`src/rtl/mem_arb_pkg.sv`:
```
// Shared TinyRV1 definitions: requester IDs and memory request types used by
// the memory arbiter and its tag FIFO.
package mem_arb_pkg;

    typedef enum logic {
        REQ_IMEM = 1'b0,
        REQ_DMEM = 1'b1
    } req_id_t;

    typedef enum logic {
        MEMREQ_READ  = 1'b0,
        MEMREQ_WRITE = 1'b1
    } memreq_type_t;

    localparam int unsigned REQ_ID_W = 1;
    localparam int unsigned ADDR_W   = 32;
    localparam int unsigned DATA_W   = 32;

    // Round-robin helper: the requester that did not win last time.
    function automatic req_id_t other_req(input req_id_t id);
        return (id == REQ_IMEM) ? REQ_DMEM : REQ_IMEM;
    endfunction

endpackage

```
`src/rtl/mem_arb_tag_fifo.sv`:
```
// Small in-order tag FIFO recording which requester owns each outstanding
// memory request; a pop and a push may share a cycle, even when full.
module tag_fifo #(
    parameter int unsigned WIDTH = 1,
    parameter int unsigned DEPTH = 4
) (
    input  logic             clk,
    input  logic             rst,
    input  logic             push,
    input  logic [WIDTH-1:0] push_data,
    input  logic             pop,
    output logic             full,
    output logic             empty,
    output logic [WIDTH-1:0] head
);

    localparam int unsigned PTR_W = (DEPTH > 1) ? $clog2(DEPTH) : 1;

    logic [WIDTH-1:0] mem [DEPTH];
    logic [PTR_W-1:0] wr_ptr;
    logic [PTR_W-1:0] rd_ptr;
    logic [PTR_W:0]   count;
    logic             do_push;
    logic             do_pop;

    assign empty   = (count == '0);
    assign full    = (count == (PTR_W+1)'(DEPTH));
    assign do_pop  = pop && !empty;
    // A push into a full FIFO is only legal when the head leaves this cycle.
    assign do_push = push && (!full || do_pop);
    assign head    = mem[rd_ptr];

    // NOTE: sequential state uses non-blocking assignments so every register
    // samples the pre-edge values regardless of statement order.
    always_ff @(posedge clk) begin
        if (rst) begin
            wr_ptr <= '0;
            rd_ptr <= '0;
            count  <= '0;
        end else begin
            if (do_push) wr_ptr <= wr_ptr + 1'b1;
            if (do_pop)  rd_ptr <= rd_ptr + 1'b1;
            if (do_push && !do_pop)
                count <= count + 1'b1;
            else if (do_pop && !do_push)
                count <= count - 1'b1;
        end
    end

    // NOTE: the storage array is deliberately not reset; count and pointers
    // decide which entries are valid, so stale contents are never observed.
    always_ff @(posedge clk) begin
        if (do_push) mem[wr_ptr] <= push_data;
    end

endmodule

```
`src/rtl/mem_arb.sv`:
```
// Two-requester (fetch/data) round-robin arbiter onto one in-order memory
// port; a tag FIFO routes each response back to the requester that issued it.
module mem_arb
    import mem_arb_pkg::*;
#(
    parameter int unsigned DEPTH = 4
) (
    input  logic              clk,
    input  logic              rst,

    input  logic              imemreq_val,
    output logic              imemreq_rdy,
    input  logic [ADDR_W-1:0] imemreq_addr,
    output logic              imemresp_val,
    output logic [DATA_W-1:0] imemresp_data,

    input  logic              dmemreq_val,
    output logic              dmemreq_rdy,
    input  logic              dmemreq_type,
    input  logic [ADDR_W-1:0] dmemreq_addr,
    input  logic [DATA_W-1:0] dmemreq_wdata,
    output logic              dmemresp_val,
    output logic [DATA_W-1:0] dmemresp_data,

    output logic              memreq_val,
    input  logic              memreq_rdy,
    output logic              memreq_type,
    output logic [ADDR_W-1:0] memreq_addr,
    output logic [DATA_W-1:0] memreq_wdata,
    input  logic              memresp_val,
    input  logic [DATA_W-1:0] memresp_data
);

    req_id_t             last_grant;
    req_id_t             grant;
    req_id_t             head_id;
    logic [REQ_ID_W-1:0] head_bits;
    logic [REQ_ID_W-1:0] push_bits;
    logic                fifo_full;
    logic                fifo_empty;
    logic                can_issue;
    logic                xfer;
    logic                pop;

    // NOTE: every always_comb output gets a default first so no path can
    // leave it unassigned and infer a latch.
    always_comb begin
        grant = REQ_IMEM;
        if (imemreq_val && dmemreq_val)
            grant = other_req(last_grant);
        else if (dmemreq_val)
            grant = REQ_DMEM;
    end

    // When full, a response popping this cycle frees the slot we push into.
    assign can_issue  = !fifo_full || memresp_val;
    assign memreq_val = !rst && (imemreq_val || dmemreq_val) && can_issue;
    assign xfer       = memreq_val && memreq_rdy;

    assign imemreq_rdy = memreq_val && (grant == REQ_IMEM) && memreq_rdy;
    assign dmemreq_rdy = memreq_val && (grant == REQ_DMEM) && memreq_rdy;

    always_comb begin
        memreq_type  = MEMREQ_READ;
        memreq_addr  = '0;
        memreq_wdata = '0;
        if (memreq_val) begin
            if (grant == REQ_DMEM) begin
                memreq_type  = dmemreq_type;
                memreq_addr  = dmemreq_addr;
                memreq_wdata = dmemreq_wdata;
            end else begin
                memreq_addr  = imemreq_addr;
            end
        end
    end

    always_ff @(posedge clk) begin
        if (rst)
            last_grant <= REQ_DMEM;
        else if (xfer)
            last_grant <= grant;
    end

    assign push_bits = grant;
    assign head_id   = req_id_t'(head_bits);
    // A response with no outstanding tag is dropped rather than misrouted.
    assign pop       = !rst && memresp_val && !fifo_empty;

    tag_fifo #(
        .WIDTH (REQ_ID_W),
        .DEPTH (DEPTH)
    ) u_tag_fifo (
        .clk       (clk),
        .rst       (rst),
        .push      (xfer),
        .push_data (push_bits),
        .pop       (pop),
        .full      (fifo_full),
        .empty     (fifo_empty),
        .head      (head_bits)
    );

    assign imemresp_val  = pop && (head_id == REQ_IMEM);
    assign dmemresp_val  = pop && (head_id == REQ_DMEM);
    assign imemresp_data = imemresp_val ? memresp_data : '0;
    assign dmemresp_data = dmemresp_val ? memresp_data : '0;

    always_ff @(posedge clk) begin
        if (!rst) begin
            assert (!(memresp_val && fifo_empty))
                else $warning("mem_arb: memresp_val with no outstanding request ignored");
        end
    end

endmodule
```
`config.mk`:
```
export PLATFORM = sky130hd
export DESIGN_NAME = mem_arb
export DESIGN_NICKNAME = d
export VERILOG_FILES = /design/src/rtl/mem_arb_pkg.sv /design/src/rtl/mem_arb_tag_fifo.sv /design/src/rtl/mem_arb.sv
export SDC_FILE = /design/constraint.sdc
export NUM_CORES = 1
export LEC_CHECK = 0
export BUFFER_PORTS_ARGS = -buffer_cell sky130_fd_sc_hd__clkbuf_2
export CAP_MARGIN = 20
export CORE_AREA = 2 2 105 107
export CTS_BUF_LIST = sky130_fd_sc_hd__clkbuf_4 sky130_fd_sc_hd__clkbuf_8
export CTS_CLUSTER_DIAMETER = 60
export DETAILED_ROUTE_END_ITERATION = 16
export DIE_AREA = 0 0 107 109
export PLACE_DENSITY = 0.64
export SLEW_MARGIN = 0
export SYNTH_ARGS = -nofsm -noshare
export SYNTH_HDL_FRONTEND = slang
export SYNTH_SLANG_ARGS = --single-unit
```
`constraint.sdc`:
```
create_clock -name clk -period 3.5 [get_ports clk]
set_input_delay 0.175 -clock clk [delete_from_list [all_inputs] [get_ports clk]]
set_output_delay 0.175 -clock clk [all_outputs]
set_load 0.005 [all_outputs]
```
* After elaboration in Yosys (flattened, before gate mapping)
Memories as Yosys holds them, arrays and structs flattened. A register that Yosys moved wholly into a read port is not among the register bits.
Index checks and enable logic that the tools add are counted.
** Operators by class
- Add/sub/neg operators :: 4
- $mul :: 0
- Divide/modulo/power cells :: 0
- $lt $le $gt $ge :: 0
- Equal/unequal tests :: 1
- Shifts and indexed selects :: 0
- Mux-type cells :: 17
- Bitwise gates (word level) :: 2
- Reduce and logical (&&, ||, !) cells :: 26
** Operators with widths (count)
- 32-bit 2-to-1 mux :: 6
- 1-bit logical AND :: 16
- 1-bit 2-to-1 mux :: 7
- 3-bit 2-to-1 mux :: 2
- 1-bit logical NOT :: 5
- 2-bit by 1-bit adder with 2-bit output (second input constant) :: 2
- 2-bit 2-to-1 mux :: 2
- 3-bit by 1-bit adder with 3-bit output (second input constant) :: 1
- 3-bit equality test (second input constant) :: 1
- 3-bit logical NOT :: 1
- 1-bit logical OR :: 3
- 3-bit by 1-bit subtractor with 3-bit output (second input constant) :: 1
- 1-bit NOT :: 2
- 2-bit nonzero test :: 1
** Storage, ports and cells
- Register bits after elaboration :: 8
- Bits in latches :: 0
- RAM bits :: 4
- Bits in read-only memories :: 0
- Bits of input ports :: 135
- Output and inout bits :: 134
- Logic and storage cells :: 55
- Memories kept :: 1
** Memory list
- u_tag_fifo.mem :: words 4, bits a word 1, rd ports 1, clocked after memory_dff 1, write ports 1, line mem_arb_tag_fifo.sv:19 : logic [WIDTH-1:0] mem [DEPTH];

* Depth between registers and ports, before layout
- Depth after elaboration :: 10
- Depth in mapped cells :: 11
- Depth with buffers taken out :: 9

* Hierarchy
A second synthesis with hierarchy kept.
** Second synthesis, totals
- Cell total of the unflattened synthesis :: 222
- Area, all modules :: 1814.2 um2
** Modules (own cells, without submodules)
- mem_arb :: instances 1, cells each 169, area each 1192.4 um2, sequential area each 20.0 um2
- tag_fifo :: instances 1, cells each 53, area each 621.8 um2, sequential area each 300.3 um2

* Least setup slack after synthesis
OpenSTA, ideal clock, no wires.
- Path kind :: register to register
- From :: register u_tag_fifo.count[0]
- To :: register u_tag_fifo.count[2]
- Library setup time :: 71 ps
- Arrival time :: 2412 ps
- Data required time :: 3429 ps
- Slack :: 1017 ps
- Stages on the path, launching flop included :: 12
- Buffers on the path :: 2
- Clock period less this slack :: 2483 ps
- Cell sequence :: dfxtp_1 nor4b_4 or3_1 buf_6 buf_6 nor2_1 ha_1 inv_1 fa_1 xor2_1 or3_1 a21oi_1
** On the way
- Word-level cells in the longest chain between the ends :: 9
- Elaborated cells between the ends (all ways) :: 20
- Classes of those cells :: add/sub (2); eq/ne (1); mux (2); reduce/logical (15)
** Ends and longest elaborated chain
- from (decl) :: line mem_arb_tag_fifo.sv:22 : logic [PTR_W:0] count;
- from (signal assigned) :: line mem_arb_tag_fifo.sv:44 : count <= count + 1'b1;
- from (signal assigned) :: line mem_arb_tag_fifo.sv:46 : count <= count - 1'b1;
- 3-bit equality test / 3-bit logical NOT (equally long branches) :: line mem_arb_tag_fifo.sv:27, mem_arb_tag_fifo.sv:26
- 1-bit logical NOT, on equally long branches
- 1-bit logical OR / 1-bit logical AND (equally long branches) :: line mem_arb.sv:56, mem_arb.sv:88
- 1-bit logical AND, on equally long branches :: line mem_arb.sv:57, mem_arb_tag_fifo.sv:28
- 1-bit logical AND / 1-bit logical OR (equally long branches) :: line mem_arb.sv:58, mem_arb_tag_fifo.sv:30
- 1-bit logical AND * :: line mem_arb_tag_fifo.sv:30 : assign do_push = push && (!full || do_pop);
- named net u_tag_fifo.do_push :: line mem_arb_tag_fifo.sv:23 : logic do_push;
- 1-bit logical NOT :: line mem_arb_tag_fifo.sv:45 : else if (do_pop && !do_push)
- 1-bit logical AND :: line mem_arb_tag_fifo.sv:45
- 2-bit nonzero test (no source line)
Mark *: on every way through the listed nets, which the timed path passes. The rest lies on a longest branch. The select of a mux whose other input is x is not followed.
A chain may end at the register's enable or synchronous reset.

* Final worst setup path
- From :: register last_grant
- To :: output imemreq_rdy
** On the way
- Word-level cells in the longest chain between the ends :: 5
** Ends and longest elaborated chain
- from (decl) :: line mem_arb.sv:34 : req_id_t last_grant;
- from (signal assigned) :: line mem_arb.sv:82 : last_grant <= grant;
- 1-bit 2-to-1 mux :: line mem_arb_pkg.sv:21 : return (id == REQ_IMEM) ? REQ_DMEM : REQ_IMEM;
- 1-bit 2-to-1 mux :: line mem_arb.sv:49 : if (imemreq_val && dmemreq_val)
- 1-bit NOT :: line mem_arb.sv:60 : assign imemreq_rdy = memreq_val && (grant == REQ_IMEM) && memreq_rdy;
- 1-bit logical AND (2 in series) :: line mem_arb.sv:60
- to (decl) :: line mem_arb.sv:12 : output logic imemreq_rdy,
No other way between the ends.

==> impl_metrics.toml <==
[timing]
min_period_over_period_pct = 78.1
timing.fmax_mhz = 366
maxSlewHeadroom_pct = 33.2
worst_pin_slew_ps = 995
fin_setup_tns_ps = 0
maxSlewViolCount = 0
rsz0062_at_grt = "false"
skew_ps = 1.11
hold_viol = 0
setup_ws_ps = 768
setup-violations-final = 0
holdWs_ps = 233
timing.final.crit_period_ps = 2730

[power]
ir_drop_v = 0.0000924
power_density_nw_per_um2 = 236
total_leakage_power_nw = 2.18
power_mw = 0.800

[synth]
postSynthAreaPerCell_um2 = 6.61
synth-adder-area-share_pct = 4.26
synth_top_family_by_area = "simple AND/OR/NAND/NOR gates"
syn_inst = 293
synth_fp_nets = 434
synth_top_area_cell = "and3_1"
syn_area_um2 = 1940
synth_warnings = 0
synth.distinct_cells = 33
synth-async-reset-ratio_pct = 0
synth_top_cell_area_share_pct = 22.0
synth-simple-area-share_pct = 51.0
synthTopCellsByArea = "and3_1 (22%), nand2_1 (12%), and2_1 (11%), dfxtp_1 (10%), a21oi_1 (6.2%)"
ys_seq_area_share_pct = 16.5
synth_xor_area_share_pct = 0.904
synth-edff-count = 4
ys_seq_elements = 14
synth_compound_area_share_pct = 15.1
synth_ff_type = "dfxtp_1"
synth.area.mux_share_pct = 2.65

[placement]
post-place-ws_ps = 1050
dpl-instance-area_um2 = 3350
dp_hpwl_um = 7260
routabilityCongestion = 0.801
dp.cells = 677
port-buffer-count = 268

[die]
dieArea_um2 = 11700
die_w_um = 107
die_h_um = 109
start_util_pct = 18.3
rows = 38
coreArea_um2 = 10600
ioPinCount = 269

[clocking]
clockRootBuffer = "clkbuf_8"
cts_buffers = 3
htreeDepth = 1
cts_tree = "built"
worstSkewPairLatency_ps = 250
clockBufferDepth = 2
clkTransAtPathRegs_ps = 60
cts_resized = 0
post_cts_buffers = 0
cts.sink_count = 14
postCtsHoldBufs = 0

[final_layout]
num_antenna_cells = 0
drive_gt1_share_pct = 53.8
final_common_cell = "clkbuf_2"
layoutNonFillerInstCount = 681
nNetsFinal = 683
mostFrequentLayoutCells = "clkbuf_2 (268), and3_1 (68), nand2_1 (64), and2_1 (33), a21oi_1 (24)"
utilization_pct = 32.0
final_cell_area_um2 = 3390
areaGrowthSynthToFinish_pct = 75.1

[worst_setup_path]
startpoint_type = "flop"
required_ps = 3320
cp.arrival_ps = 2560
critPathMaxFanout = 37
crit_chain = "a21bo_2 > buf_4 > clkinv_1 > nor3_1 > clkbuf_2"
r2r_cells = 9
path_class = "reg2out"
reg2reg_slack_ps = 1140
crit_start = "last_grant"
crit_slowest_cell = "clkinv_1"
r2r_end = "u_tag_fifo.count[2]"
regToRegStartpoint = "u_tag_fifo.count[0]"
cpPeakStageDelay_ps = 880
cp-end-kind = "output port"

[global_routing]
grt_pass1_vias = 2495
grt_usage_pct = 13.4
grt_max_degree = 65
antenna_found_initial = 0
grt.overflow.total = 0
grt_pass1_wl_um = 12600

[route]
drcViolationCount = 0
wl_per_cell_um = 12.6
via_count = 2929
postRouteAntennaNets = 0
wirelength_um = 8550
viasPerCell = 4.30
drt_pass1_iterations = 4
drtIter0Drc = 180

[min_path]
hold_class = "in2reg"
min_path_cells = 2
holdPathEnd = "u_tag_fifo.count[2]"
holdCritStartpoint = "rst"

[run]
maxCapViolCount = 0

[run_status]
status = "finished, final reports clean"
[metal layers]
metal	track usage [%]	share of wire [%]
met4	2.78	0.67
met5	0	0
met2	25.2	50
met1	15.2	37
met3	3.41	11
[cells in the mapped netlist (4+ instances only)]
cell and instances:
and3_1 68, mux2i_1 4, nor2_1 6, dfxtp_1 10, nand2_1 64, buf_6 5
edfxtp_1 4, and2_1 33, a21oi_1 24, clkbuf_1 21, ha_1 5, a21oi_2 9
inv_1 9
[critical path: cells and delay by family, from the launching register on]
kind	cells	cell delay, ps
AO/OA/AOI/OAI	1	130
buffers and inverters	3	1370
flip-flops	1	340
AND/OR/NAND/NOR	1	430
[power breakdown]
group	switching, mW	internal, mW
Combinational	0.244	0.202
Clock	0.0611	0.0778
Sequential	0.0266	0.189
[final cells by class]
cell class	count	area, um2
clock buffer	3	41.3
clock inverter	1	3.75
fill	1227	7210
inverter	11	41.3
multi-input combinational	240	1440
sequential	14	320
tap	140	175
timing repair buffer	272	1370
[logic make-up after synthesis]
kind of cell | count (synthesis)
simple gates | 181
compound gates | 46
buf+inv | 39
flops | 14
fa+ha+maj | 6
mux | 5
xor+xnor | 2
[worst max path at each step]
stage | end | slack (ps)
floorplan | u_tag_fifo.count[2] | 1020
global placement | imemreq_rdy | 1050
detailed placement | imemreq_rdy | 1050
CTS | imemreq_rdy | 770
global route | memreq_addr[11] | 550
finish | imemreq_rdy | 770
(Power assumes the default switching activity.)
